==> src/rtl/delay_sum_beamformer.sv <==
// Delay-and-sum beamformer: each channel delayed by a programmable number of accepted strobes, then summed.
// Latency 1 cycle from in_valid to out_valid; no backpressure, every strobe is accepted.
module delay_sum_beamformer #(
   parameter int  N_CH      = 4,
   parameter int  SAMPLE_W  = 8,
   parameter int  MAX_DELAY = 7,
   parameter int  DELAY_W   = $clog2(MAX_DELAY + 1),
   localparam int OUT_W     = SAMPLE_W + $clog2(N_CH),
   localparam int CH_W      = $clog2(N_CH) + 1
) (
   input  logic                     clk,
   input  logic                     rst,
   input  logic                     in_valid,
   input  logic [N_CH*SAMPLE_W-1:0] in_data,
   input  logic                     avg,
   input  logic                     cfg_we,
   input  logic [CH_W-1:0]          cfg_ch,
   input  logic [DELAY_W-1:0]       cfg_delay,
   output logic                     out_valid,
   output logic [OUT_W-1:0]         out_data
);
   localparam int LOG_N = $clog2(N_CH);

   logic signed [SAMPLE_W-1:0] r_hist [N_CH][MAX_DELAY];
   logic        [DELAY_W-1:0]  r_delay [N_CH];
   logic                       r_out_valid;
   logic signed [OUT_W-1:0]    r_out_data;

   logic signed [SAMPLE_W-1:0] w_samp [N_CH];
   logic signed [SAMPLE_W-1:0] w_tap [N_CH];
   logic signed [OUT_W-1:0]    w_sum;
   logic signed [OUT_W-1:0]    w_mean;
   logic        [DELAY_W-1:0]  w_cfg_delay;

   // Tap mux is a compare chain rather than an index so the delay width never has to match the history depth.
   always_comb begin
      w_sum = '0;
      for (int c = 0; c < N_CH; c++) begin
         w_samp[c] = in_data[c*SAMPLE_W +: SAMPLE_W];
         w_tap[c]  = w_samp[c];
         for (int t = 0; t < MAX_DELAY; t++) begin
            if (r_delay[c] == DELAY_W'(t + 1)) begin
               w_tap[c] = r_hist[c][t];
            end
         end
         w_sum = w_sum + OUT_W'(w_tap[c]);
      end
   end

   assign w_mean      = w_sum >>> LOG_N;
   assign w_cfg_delay = (cfg_delay > DELAY_W'(MAX_DELAY)) ? DELAY_W'(MAX_DELAY) : cfg_delay;

   always_ff @(posedge clk) begin
      if (rst) begin
         r_out_valid <= 1'b0;
         r_out_data  <= '0;
         for (int c = 0; c < N_CH; c++) begin
            r_delay[c] <= '0;
            for (int t = 0; t < MAX_DELAY; t++) begin
               r_hist[c][t] <= '0;
            end
         end
      end else begin
         r_out_valid <= in_valid;
         if (in_valid) begin
            r_out_data <= avg ? w_mean : w_sum;
            for (int c = 0; c < N_CH; c++) begin
               for (int t = MAX_DELAY - 1; t > 0; t--) begin
                  r_hist[c][t] <= r_hist[c][t-1];
               end
               r_hist[c][0] <= w_samp[c];
            end
         end
         // Out-of-range channel indices match no loop iteration, so such writes fall away.
         for (int c = 0; c < N_CH; c++) begin
            if (cfg_we && (cfg_ch == CH_W'(c))) begin
               r_delay[c] <= w_cfg_delay;
            end
         end
      end
   end

   assign out_valid = r_out_valid;
   assign out_data  = r_out_data;

endmodule

==> config.mk <==
export PLATFORM = sky130hd
export DESIGN_NAME = delay_sum_beamformer
export DESIGN_NICKNAME = d
export VERILOG_FILES = /design/src/rtl/delay_sum_beamformer.sv
export SDC_FILE = /design/constraint.sdc
export NUM_CORES = 1
export LEC_CHECK = 0
export ABC_AREA = 1
export CORE_ASPECT_RATIO = 2
export CORE_MARGIN = 1
export CORE_UTILIZATION = 35
export CTS_CLUSTER_DIAMETER = 30
export DETAILED_ROUTE_END_ITERATION = 10
export SETUP_SLACK_MARGIN = 0.1
export SLEW_MARGIN = 30
export SYNTH_ARGS = -nofsm -noshare
export SYNTH_HDL_FRONTEND = slang
export SYNTH_SLANG_ARGS = --single-unit
==> constraint.sdc <==
create_clock -name clk -period 7.95 [get_ports clk]
set_input_delay 1.9875 -clock clk [delete_from_list [all_inputs] [get_ports clk]]
set_output_delay 1.9875 -clock clk [all_outputs]
set_load 0.01 [all_outputs]
==> impl_results.md <==
- Setup crit start kind: primary input
- Warnings, synthesis: 0
- Area contributors post-synth: edfxtp_1 55%, inv_1 8.9%, nor2_1 7.8%
- CP Capture Type: register
- Nets: 1524
- Total power: 3.999 mW
- Largest net degree at the start of global routing: 150
- # IOs: 54
- Synthesized instance count: 1399
- Port bufs: 53
- Area share of the largest cell type after synthesis: 54.88%
- CTS tree: yes
- Share of layout cells above drive strength 1: 5.473%
- Pwr Density: 273.1 nW/um^2
- DRT iter0 DRCs: 665
- Total of fill cells in the finished design: 3410
- Register area share after synthesis: 57.93%
- Min-Delay Path Class: register to register
- Post-Syn Area: 12480 um^2
- Peak supply drop: 0.1537 mV
- # rows: 97
- Final hold vios: 0
- Cts repair resizes: 0
- Clock root cell: clkbuf_16
- Finish-stage setup viols: 0
- RR Startpoint: r_delay[1][0]
- Final Max Slew Viols: 0
- Htree depth: 2
- First-pass GRT wire length: 43.38 mm
- Setup bufs post-CTS: 0
- GRT Util Overall: 15.04%
- Cell variety after synth: 35
- CORE AREA: 35070 um^2
- #FFs+latches synth: 247
- Cts bufs inserted: 35
- Via count: 8951
- Worst-skew pair later-pin latency: 0.52 ns
- Critical Path RT: 8.35 ns
- Clock slew at reported path FFs: 0.05 ns
- Synth Area per Inst: 8.918 um^2
- Largest stage delay, worst path: 0.54 ns
- Hold Buf Count CTS: 0
- Worst-margin pin slew: 0.8674 ns
- Area of the multi-input gates: 3938 um^2
- Die Footprint: 36450 um^2
- Die width: 135.5 um
- Hpwl dp: 18.19 mm
- Synth Flop Type: edfxtp_1
- WL final: 26.75 mm
- Final period util: 66.13%
- Area leader, netlist: edfxtp_1
- Worst Hold Launch: out_data[2]
- RSZ-0062 raised after global routing: no
- Lkg Pwr: 6.319 nW
- Initial antenna violation count: 0
- Die Span Y: 269 um
- Layout area overhead: 17.37%
- Total grt overflow: 0
- Max_cap viols: 0
- DRC Markers: 0
- Final Skew: 0.01306 ns
- Rel. slew slack: 42.17%
- Outcome: complete, no violations
- DR pass1 iterations: 5
- Fmax: 190.2 MHz
- CTS sink cnt: 247
- Final worst slack: 2.692 ns
- Pre-CTS setup slack: 2.155 ns
- ANT nets after route: 0
- DR vias/cell: 4.650
- Post-synth EDFFs: 228
- Cell-by-cell trace of the critical path: clkdlybuf4s50_1, inv_1, nand2_1, o21ai_0, o21ai_0, nand2_1, nand2_1, nand2_1, a21oi_1, fa_1, fa_1, ha_1, nand3_1, nand2_1, a21oi_1, or2_2, nand3_1, nand2_1, nand2_1, nand2_1
- ANT cells: 0
- R2r setup slk: 3.42 ns
- CP arrival: 5.66 ns
- Ys async rst share: 0%
- Fin Setup TNS: 0 ns
- Worst path most repeated cell: nand2_1
- Worst Setup SP: in_data[27]
- Syn nets: 1468
- RePlAce Congestion: 0.7955
- Number of global-route vias before repair: 8670
- Clock Path Buffers: 3
- DR WL/cell: 13.90 um
- Sequential cell area: 7227 um^2
- CP max FO: 4
- Worst path slowest cell: fa_1
- Crit path time final: 5.258 ns
- Initial Util: 35.57%
- Setup CP Type: primary input to register
[worst max-delay path, delay by kind of cell]
kind	cells	cell delay, ns
adders and majority gates	3	1.34
and+or+nand+nor	11	0.97
AOI/OAI and AO/OA	4	0.84
buffers and inverters	2	0.51
[sequential cells by signal (all words and copies together), names as in the netlist]
name / cells
r_delay: 12
out_data: 10
r_hist: 224
out_valid: 1
[path summary, 6_finish.rpt]
| kind | to | depth (start not counted) |
|---|---|---|
| max reg2reg | out_data[7] | 23 |
| min reg2reg | out_data[2] | 2 |
| max | out_data[7] | 20 |
| min | out_data[2] | 2 |
[synth_stat cells, types with 11 or more instances]
library cell,number
o21ai_0,67
nor2_1,259
a21oi_1,81
buf_2,11
clkbuf_1,29
edfxtp_1,228
a221oi_1,16
o211ai_1,12
nand2_1,243
fa_1,17
inv_1,295
nand3_1,55
dfxtp_1,19
nand4_1,11
[report_power, final]
part,switching [mW],internal [mW]
combinational,0.543,0.342
clock,0.616,0.934
sequential,0.0424,1.52
[cell type report]
type                    count  area share [%]
clock buffers              40           6.400
multi-input cells         806           26.89
repair buffers             63           4.136
clock inverters            22           1.538
inverters                 302           7.878
well taps                 445           3.802
flip-flops and latches    247           49.35
[kinds of logic (layout without fill, tap and decap cells)]
group                      Yosys count  count (layout)  synth area share [%]
and+or+nand+nor                    583             583                 18.66
DFF                                247             247                 57.93
buffers and inverters              346             427                 10.64
adders and majority gates           26              26                 3.631
AOI/OAI and AO/OA                  192             192                 8.786
xor gates and xnor gates             5               5                0.3511
[cells in the final DEF, fill, tap and decap left out, types with 2 or more instances in the layout]
master | Yosys | final
clkinv_1 | 3 | 5
o211ai_1 | 12 | 12
clkbuf_1 | 29 | 3
inv_6 | 0 | 7
clkbuf_16 | 0 | 37
nand4_1 | 11 | 11
nand3_1 | 55 | 55
inv_2 | 4 | 3
dfxtp_1 | 19 | 19
xor2_1 | 3 | 3
ha_1 | 9 | 9
a221oi_1 | 16 | 16
nor3_4 | 1 | 2
nor2_1 | 259 | 259
o21bai_1 | 5 | 5
inv_1 | 295 | 294
bufinv_16 | 0 | 2
clkinv_4 | 0 | 4
xnor2_1 | 2 | 2
clkdlybuf4s50_1 | 0 | 53
a21oi_1 | 81 | 81
or2_2 | 4 | 4
buf_4 | 2 | 10
inv_8 | 0 | 4
edfxtp_1 | 228 | 228
nor3_1 | 7 | 6
nand2_1 | 243 | 243
a22o_1 | 6 | 6
clkinvlp_4 | 0 | 3
fa_1 | 17 | 17
o21ai_0 | 67 | 67
[stage by stage]
| stage | std cells | area (um^2) | util [%] | hold WS, ns |
|---|---|---|---|---|
| floorplan | 1399 | 12480 | - | 0.4286 |
| CTS | 1925 | 14630 | 41.72 | 0.4547 |
| detailed placement | 1863 | 13470 | 38.40 | 0.4441 |
| finish | 1925 | 14640 | 41.75 | 0.4513 |
| global route | 1925 | 14640 | 41.75 | 0.4766 |
| global placement | 1863 | 13460 | 38.38 | 0.4419 |
[layer usage]
layer,GRT usage [%],wire length (um),up-vias
met1,17.07,10760,4153
met5,0,0,-
li1,-,-,4584
met3,2.256,920,62
met4,7.349,1118,0
met2,27.15,13950,152
Note: power is estimated with default switching activity, not from simulation.
